<file path="src/rtl/alu_pkg.sv">
// Shared ALU definitions: operand width, shift op select
// and the sequential shifter state encoding.
package alu_pkg;

  localparam int DATA_W = 32;

  localparam logic OP_SHL = 1'b0;
  localparam logic OP_ROL = 1'b1;

  typedef enum logic [1:0] {
    ST_IDLE  = 2'd0,
    ST_SHIFT = 2'd1,
    ST_DONE  = 2'd2
  } state_t;

endpackage

</file>
<file path="src/rtl/shl_step_unit.sv">
// One shifter step: shift or rotate left by 0..STEP bits.
// Purely combinational; used once per SHIFT cycle.
module shl_step_unit
  import alu_pkg::*;
#(
  parameter int WIDTH = DATA_W,
  parameter int STEP  = 1,
  parameter int S_W   = $clog2(STEP + 1)
) (
  input  logic [WIDTH-1:0] value,
  input  logic [S_W-1:0]   count,
  input  logic             op,
  output logic [WIDTH-1:0] result
);

  logic [WIDTH-1:0] shl_v;
  logic [WIDTH-1:0] fill_v;

  always_comb begin
    shl_v  = value << count;
    // A count of 0 shifts right by WIDTH, which yields 0.
    fill_v = value >> (WIDTH - int'(count));
    result = shl_v;
    if (op == OP_ROL) begin
      result = shl_v | fill_v;
    end
  end

endmodule

</file>
<file path="src/rtl/shl_seq.sv">
// Iterative left shifter/rotator: at most STEP bits per clock,
// start/busy/done handshake, registered outputs.
module shl_seq
  import alu_pkg::*;
#(
  parameter int WIDTH = DATA_W,
  parameter int STEP  = 1,
  parameter int AMT_W = $clog2(WIDTH)
) (
  input  logic             clock,
  input  logic             clear,
  input  logic             start,
  input  logic             op,
  input  logic [WIDTH-1:0] data_in,
  input  logic [AMT_W-1:0] amount,
  output logic [WIDTH-1:0] data_out,
  output logic             busy,
  output logic             done
);

  localparam int S_W = $clog2(STEP + 1);
  localparam logic [AMT_W-1:0] STEP_A = AMT_W'(STEP);

  state_t           state_q;
  state_t           state_d;
  logic [AMT_W-1:0] rem_q;
  logic [AMT_W-1:0] rem_d;
  logic [AMT_W-1:0] rem_next;
  logic             op_q;
  logic             op_d;
  logic [WIDTH-1:0] data_d;
  logic [WIDTH-1:0] step_v;
  logic             busy_d;
  logic             done_d;
  logic [S_W-1:0]   s;

  // s = min(STEP, remaining); remaining < STEP fits in S_W bits.
  assign s = (rem_q >= STEP_A) ? S_W'(STEP)
                               : rem_q[S_W-1:0];

  assign rem_next = rem_q - AMT_W'(s);

  shl_step_unit #(
    .WIDTH (WIDTH),
    .STEP  (STEP),
    .S_W   (S_W)
  ) u_step (
    .value  (data_out),
    .count  (s),
    .op     (op_q),
    .result (step_v)
  );

  always_comb begin
    state_d = state_q;
    data_d  = data_out;
    rem_d   = rem_q;
    op_d    = op_q;
    busy_d  = 1'b0;
    done_d  = 1'b0;
    unique case (state_q)
      ST_IDLE: begin
        if (start) begin
          data_d = data_in;
          rem_d  = amount;
          op_d   = op;
          if (amount != '0) begin
            state_d = ST_SHIFT;
            busy_d  = 1'b1;
          end else begin
            state_d = ST_DONE;
            done_d  = 1'b1;
          end
        end
      end
      ST_SHIFT: begin
        data_d = step_v;
        rem_d  = rem_next;
        if (rem_next == '0) begin
          state_d = ST_DONE;
          done_d  = 1'b1;
        end else begin
          busy_d = 1'b1;
        end
      end
      ST_DONE: begin
        state_d = ST_IDLE;
      end
      default: begin
        state_d = ST_IDLE;
      end
    endcase
  end

  always_ff @(posedge clock) begin
    if (clear) begin
      state_q  <= ST_IDLE;
      data_out <= '0;
      rem_q    <= '0;
      op_q     <= OP_SHL;
      busy     <= 1'b0;
      done     <= 1'b0;
    end else begin
      state_q  <= state_d;
      data_out <= data_d;
      rem_q    <= rem_d;
      op_q     <= op_d;
      busy     <= busy_d;
      done     <= done_d;
    end
  end

endmodule

</file>
<file path="config.mk">
export PLATFORM = sky130hd
export DESIGN_NAME = shl_seq
export DESIGN_NICKNAME = d
export VERILOG_FILES = /design/src/rtl/alu_pkg.sv /design/src/rtl/shl_step_unit.sv /design/src/rtl/shl_seq.sv
export SDC_FILE = /design/constraint.sdc
export NUM_CORES = 1
export LEC_CHECK = 0
export BUFFER_PORTS_ARGS = -buffer_cell sky130_fd_sc_hd__buf_4
export CAP_MARGIN = 20
export CORE_MARGIN = 2
export CORE_UTILIZATION = 52
export DETAILED_ROUTE_END_ITERATION = 8
export HOLD_SLACK_MARGIN = 0.06
export PLACE_DENSITY = 0.85
export SLEW_MARGIN = 20
export SYNTH_ARGS = -nofsm -noshare
export SYNTH_HDL_FRONTEND = slang
export SYNTH_SLANG_ARGS = --single-unit
</file>
<file path="constraint.sdc">
create_clock -name clock -period 5.27 [get_ports clock]
set_input_delay 0.2635 -clock clock [delete_from_list [all_inputs] [get_ports clock]]
set_output_delay 0.2635 -clock clock [all_outputs]
set_load 0.02 [all_outputs]
</file>
Yosys cells after proc, flatten, opt, wreduce, memory -nomap -nowiden
Index checks and enable logic that the tools add are counted.
Widths: inputs -> output; s select.
- $lt $le $gt $ge: 1
- muxes and demuxes: 18
- equality and inequality tests: 3
- shift operators: 2
- add/sub/neg operators: 2
- bitwise gates (word level): 1
- reduce and logical (&&, ||, !) cells: 7
- operator list (kind ; count):
    $mux 32 ; 2
    $pmux 32 s2 ; 1
    $or 32x32->32 ; 1
    $shl 32x1->32 ; 1
    $shr 32x32->32 ; 1
    $pmux 5 s2 ; 1
    $mux 1 ; 7
    $sub 6x1->7 const A ; 1
    $mux 2 ; 3
    $reduce_and 2->1 ; 3
    $ge 5x1->1 const B ; 1
    $logic_not 5->1 ; 1
    $mux 5 ; 1
    $reduce_bool 5->1 ; 1
    $sub 5x1->5 ; 1
    $ne 2x2->1 const B ; 2
    $pmux 1 s2 ; 2
    $pmux 2 s2 ; 1
    $eq 2x1->1 const B ; 1
    $logic_not 2->1 ; 1
    $reduce_bool 2->1 ; 1
- output and inout bits: 34
- input bits: 41
- logic and storage cells: 40
- bits in registers: 42

Logic depth before layout (Yosys ltp)
Gate-level depths: netlist of run 1.
- word-level depth: 7
- gate-level depth with buffers: 8
- gate-level depth less buffers: 7

Modules after synthesis
A second synthesis of run 1 with hierarchy kept.
- cell total of the unflattened synthesis: 284
- area total of the unflattened synthesis: 2605.0 µm²
- modules (own cells, without submodules) (module ; area an instance (µm²) ; seq. area each (µm²) ; cells each ; instances):
    shl_seq ; 2065.7 ; 840.8 ; 246 ; 1
    shl_step_unit ; 539.3 ; 0.0 ; 38 ; 1

Least setup slack after synthesis of run 1
OpenSTA, ideal clock, no wires.
- path kind: reg-to-reg
- start: reg rem_q[2]
- end: reg done
- clock period less this slack: 2.315 ns
- path buffers: 1
- setup slack: 2.955 ns
- library setup time: 0.061 ns
- stages on the path, launching flop included: 9
- required time: 5.209 ns
- arrival: 2.255 ns
- cells stage by stage: dfxtp_1 > or4_4 > buf_6 > nor2b_1 > ha_1 > xnor2_1 > a21oi_1 > nor4b_1 > a22o_1
- word-level cells in the longest chain between the ends: 6
- ends and longest elaborated chain (item ; RTL line ; text):
    start: declaration ; shl_seq.sv:26 ; logic [AMT_W-1:0] rem_q;
    start signal: assignment ; shl_seq.sv:106 ; rem_q <= rem_d;
    $ge 5x1->1 ; shl_seq.sv:38 ; assign s = (rem_q >= STEP_A) ? S_W'(STEP)
    $mux 1 ; shl_seq.sv:38 ;
    $sub 5x1->5 (*) ; shl_seq.sv:41 ; assign rem_next = rem_q - AMT_W'(s);
    $logic_not 5->1 (*) ; shl_seq.sv:79 ; if (rem_next == '0) begin
    $mux 1 (*) ; shl_seq.sv:79 ;
    $pmux 1 s2 (*) ; shl_seq.sv:61 ; unique case (state_q)
    end signal: assignment ; shl_seq.sv:109 ; done <= done_d;
    end: declaration ; shl_seq.sv:18 ; output logic done
Mark *: on every way between the ends. The rest lies on a longest branch, timed or not.
A chain may end at the register's enable or synchronous reset.

Worst setup path in the final report of run 1
Same ends and word-level chain as after synthesis.

==> results of run 1 <==
==> area by class of cell <==
cell class,count,area (um^2)
timing repair buffer,74,555.5
sequential,42,840.8
multi-input combinational,161,950.9
tap,48,60.06
inverter,3,11.26
clock inverter,2,60.06
fill,325,1045
clock buffer,6,82.58
==> stage by stage <==
step	utilization	setup WS (ns)	hold WS, ns	instance area [um^2]	cells
floorplan	-	2.955	0.3721	1917	223
global placement	0.6707	2.775	0.4581	2419	328
detailed placement	0.6707	2.770	0.4645	2419	328
CTS	0.7103	2.738	0.1661	2561	336
global route	0.7103	2.506	0.1753	2561	336
finish	0.7103	2.723	0.1713	2561	336
==> worst max-delay path by stage <==
stage          depth (start not counted)         end  slack, ns     start
2_1_floorplan                          8        done       2.95  rem_q[2]
3_3_place_gp                           7        done       2.77  rem_q[2]
3_5_place_dp                           7        done       2.77  rem_q[2]
4_1_cts                                7        done       2.74  rem_q[2]
5_1_grt                                7  state_q[1]       2.51  rem_q[2]
6_report                               7        done       2.72  rem_q[2]
==> metal layers <==
layer  GRT usage  wire length, um  vias up  part of all wire
li1            -                -      935                 -
met1      0.3177             2128      877              0.46
met2      0.3763             2192       52              0.48
met3     0.04688              232        5             0.051
met4     0.07447               38        0            0.0083
met5           0                0        -                 0
==> layout by cell type (no fill, tap or decap), drive strengths merged <==
cell type  Yosys  routed
o21a           2       2
xnor2          1       1
o221ai         1       1
dfxtp         42      42
o21ai         27      27
xor2           1       1
nand2         27      27
a22o           2       2
nand4b         1       1
a211oi         2       2
nor3b          2       2
bufinv         0       2
a31oi          2       2
nor2b          3       3
mux2i          1       1
nor2          34      34
inv            3       3
buf           12      74
clkbuf         5       6
a21oi          3       3
nor4b          1       1
nand2b         2       2
nor4           9       9
o21ba          1       1
ha             1       1
o21bai         1       1
o22ai          1       1
nor3           4       4
o31ai          1       1
or4            2       2
a22oi         26      26
or3b           1       1
o32ai          2       2
==> logic make-up after synthesis <==
group	count (synthesis)	synth area share
compound gates	71	0.2644
fa+ha+maj	1	0.006526
mux	1	0.005222
buf+inv	20	0.06527
xor+xnor	2	0.009140
simple gates	86	0.2108
flops	42	0.4386
==> power groups by stage <==
stage	combinational, mW	sequential, mW	clock (mW)
after floorplan	0.275	0.488	0
final	0.427	0.447	0.309
after global routing	0.471	0.458	0.327
after CTS	0.429	0.446	0.312
after global placement	0.422	0.452	0
after detailed placement	0.426	0.452	0
==> worst reg2reg max path, cell delays in order (launching register included) <==
cell and delay [ns]:
dfxtp_1 0.37, or4_4 0.63, nor2b_1 0.19, ha_1 0.24
xnor2_1 0.18, a21oi_1 0.09, nor4b_1 0.56, a22o_1 0.25
==> impl_metrics.ini, run 1 <==
[logic_synthesis]
async_flop_share = 0
yosys.area.top_type = dfxtp_1
synth.most_common_cell = dfxtp_1
syn-num-nets = 265
synth_edf_count = 0
ys_warn_count = 0
synth_area_um2 = 1917
yosysUniqueCellTypes = 40
yosysTopAreaCellShare = 0.4386
avgSynthCellArea_um2 = 8.596
ys_seq_elements = 42
synth_ff_type = dfxtp_1
syn_inst = 223
synthTopCellsByCount = 42 x dfxtp_1, 33 x nor2_1, 27 x nand2_1
ys_seq_area_frac = 0.4386
synth_area_leaders = dfxtp_1 44%, a22oi_1 10%, nor2_1 6.5%

[floorplanning]
start_util = 0.5316
fp.dieH_um = 64.72
die_w_um = 64.72
rows = 22
io_pins = 75
die-area_um2 = 4188
core_area_um2 = 3606

[cts]
cts_buffers = 5
cts.sink_count = 42
cts-resized-gates = 0
clk_pin_slew_ns = 0.08
cts_max_level = 2
cts_setup_buffers = 0
cts_root_buf = clkbuf_8
cts_buffer_depth = 2
hold_buffers = 0
insertion_delay_ns = 0.29
cts_tree = yes

[power]
p_clk_frac = 0.261
pwr-share-comb = 0.361
powerDensity_nw_per_um2 = 461.7
power_mw = 1.182
p_leak_nw = 1.068
ir_worst_vdd_mv = 0.2716
switching_share = 0.3545
p_int_uw = 763.2
seq_power_share = 0.378
p_sw_uw = 419.1

[sta]
drv_slew = 0
max_freq_mhz = 392.7
tns_ns = 0
tightest_slew_ns = 0.6338
hold_viol = 0
setup_viol = 0
fin_crit_sh = 0.4832
rsz0062_at_grt = no
max_slew_margin = 0.5715
min_period_ns = 2.547
fin_worst_skew_ns = 0.004331

[route]
wl_per_cell_um = 13.67
ant_nets = 0
route.detailed.drc = 0
drtIter0Drc = 124
num_vias = 1869
viasPerCell = 5.563
drt-total-wl_mm = 4.592
drt_first_pass_iters = 4

[critical_path]
regToRegStartpoint = rem_q[2]
critPathBufInv = 0
crit_path_start_kind = flop
critPathMaxFanout = 7
r2r_setup_slack_ns = 2.72
endpoint_kind = flop
worst_ep_required_time_ns = 5.50
criticalPathCategory = reg2reg
crit_chain = or4_4 > nor2b_1 > ha_1 > xnor2_1 > a21oi_1 > nor4b_1 > a22o_1
worstRegToRegCells = 7
cpPeakStageDelay_ns = 0.63
r2r-end = done
crit_family = simple AND/OR/NAND/NOR gates
crit_slowest_cell = or4_4
arrival_ns = 2.78

[min_path]
hold_path.startpoint = data_in[19]
hold_path_depth = 3
hp-class = in2reg

[final_layout]
syn_to_final_growth_pct = 33.62
n_antenna_cell = 0
nets = 329
drive_gt1_frac = 0.3125

[global_route]
grt_pass1_vias = 1747
track_usage = 0.2350
grt_antenna_before_repair = 0
gr-total-overflow = 0
grt_pass1_wl_mm = 7.907
grt_max_degree = 43

[place]
gp_congestion = 0.9010
dp_hpwl_mm = 3.143
portBuffers = 74

[flow_run]
drv_cap = 0

[outcome]
outcome = finished clean
Note: power is estimated with default switching activity, not from simulation.
==> inputs of run 2 (changes only) <==
--- a/config.mk
+++ b/config.mk
@@ -8,10 +8,10 @@
 export BUFFER_PORTS_ARGS = -buffer_cell sky130_fd_sc_hd__buf_4
 export CAP_MARGIN = 20
 export CORE_MARGIN = 2
-export CORE_UTILIZATION = 52
+export CORE_UTILIZATION = 48
 export DETAILED_ROUTE_END_ITERATION = 8
 export HOLD_SLACK_MARGIN = 0.06
-export PLACE_DENSITY = 0.85
+export PLACE_DENSITY = 0.79
 export SLEW_MARGIN = 20
 export SYNTH_ARGS = -nofsm -noshare
 export SYNTH_HDL_FRONTEND = slang
==> constraint.sdc (replaced) <==
create_clock -name clock -period 2.35 [get_ports clock]
set_input_delay 0.1175 -clock clock [delete_from_list [all_inputs] [get_ports clock]]
set_output_delay 0.1175 -clock clock [all_outputs]
set_load 0.02 [all_outputs]
==> impl_metrics.ini, run 2 (synthesis gave the netlist of run 1 again) <==
[sta]
drv_slew = 0
tightest_slew_ns = 0.4400
max_freq_mhz = 461.6
whs_ns = 0.1180
tns_ns = 0
max_slew_margin = 0.7067
min_period_ns = 2.166
setup_viol = 0
rsz0062_at_grt = no
hold_viol = 0
fin_crit_sh = 0.9219
fin_worst_skew_ns = 0.006634
setup_slack_ns = 0.1836

[floorplanning]
rows = 22
fp.dieH_um = 67.20
io_pins = 75
start_util = 0.5120
die-area_um2 = 4515
core_area_um2 = 3744
die_w_um = 67.20

[final_layout]
drive_gt1_frac = 0.3031
n_antenna_cell = 0
layout_common_cells = 81 x buf_4, 42 x dfxtp_1, 33 x nor2_1, 27 x nand2_1, 26 x a22oi_1
final_common_cell = buf_4
finalInstanceArea_um2 = 2814
fin_cells = 368
nets = 361
utilization = 0.7517
fill_cells = 302
syn_to_final_growth_pct = 46.80

[power]
power_mw = 2.534
p_leak_nw = 1.184
powerDensity_nw_per_um2 = 900.4
ir_worst_vdd_mv = 0.5456

[critical_path]
r2r-end = state_q[0]
critPathMaxFanout = 6
regToRegStartpoint = rem_q[2]
arrival_ns = 2.33
endpoint_kind = flop
r2r_setup_slack_ns = 0.18
worst_ep_required_time_ns = 2.51
worstRegToRegCells = 8
criticalPathCategory = reg2reg
crit_path_start_kind = flop

[flow_run]
drv_cap = 0

[cts]
cts_tree = yes
insertion_delay_ns = 0.29
clk_pin_slew_ns = 0.08
cts_max_level = 2
cts_root_buf = clkbuf_8
cts_buffer_depth = 2
cts_buffers = 5
cts.sink_count = 42

[global_route]
grt_max_degree = 43
gr-total-overflow = 0
grt_pass1_wl_mm = 8.321
grt_pass1_vias = 1835
track_usage = 0.2428
grt_antenna_before_repair = 0

[place]
dp_hpwl_mm = 3.361
portBuffers = 74
placed_area_um2 = 2471
gp_congestion = 0.8625
dp.cells = 335
place_ws_ns = 0.2162

[min_path]
hp-class = in2reg
hold_path.startpoint = data_in[3]
hold_path_depth = 3
holdPathEnd = data_out[3]

[route]
route.detailed.drc = 0
wl_per_cell_um = 14.09
ant_nets = 0
drt_first_pass_iters = 4
drtIter0Drc = 138
drt-total-wl_mm = 5.186
viasPerCell = 5.397
num_vias = 1986

[outcome]
outcome = finished clean
==> run 2: changes by cell type in the layout (fill, tap and decap cells not counted) <==
cell	delta
buf_4	+7
bufinv_16	-2
clkbuf_1	+1
clkbuf_8	-1
clkinv_2	+1
clkinv_4	+1
dlygate4sd3_1	+25
nor4b_1	-1
nor4b_2	+1
==> run 2: how the worst max path moves through the flow <==
| stage | start | endpoint |
|---|---|---|
| floorplan | rem_q[2] | done |
| global placement | rem_q[2] | busy |
| detailed placement | rem_q[2] | busy |
| CTS | rem_q[2] | state_q[0] |
| global route | rem_q[2] | state_q[0] |
| finish | rem_q[2] | state_q[0] |
==> run 2: metal layers <==
| metal | track usage | vias to the layer above | wire length (um) |
|---|---|---|---|
| met1 | 0.3184 | 911 | 2253 |
| li1 | - | 998 | - |
| met3 | 0.05667 | 10 | 293 |
| met4 | 0.07908 | 0 | 82 |
| met5 | 0 | - | 0 |
| met2 | 0.3948 | 67 | 2557 |
==> run 2: repair_timing <==
item,4_1_cts,5_1_grt
setup buffers,0,0
endpoints found under the setup margin,0,1
gates resized for setup,0,1
hold buffers,24,1
hold endpoints to repair,24,1
==> run 2: cell type report <==
class                   count  area (um^2)  share of cell area
multi-input cells         161        957.2              0.3402
clock buffers               6        72.57             0.02579
well taps                  48        60.06             0.02134
inverters                   3        11.26            0.004002
repair buffers            106        858.3              0.3050
clock inverters             2        13.76            0.004891
flip-flops and latches     42        840.8              0.2988
==> run 2: critical path, cell delays in order, from the launching register on <==
cell	delay (ns)
dfxtp_1	0.37
or4_4	0.52
nor2b_1	0.16
ha_1	0.21
xnor2_1	0.20
a21oi_1	0.12
nor4b_2	0.21
buf_4	0.17
o32ai_1	0.07
==> run 2: power breakdown <==
| group | leakage (nW) | internal (mW) | switching [mW] |
|---|---|---|---|
| registers | 0.346 | 0.851 | 0.122 |
| logic | 0.792 | 0.489 | 0.617 |
| clock network | 0.0452 | 0.210 | 0.245 |
| total | 1.18 | 1.55 | 0.984 |
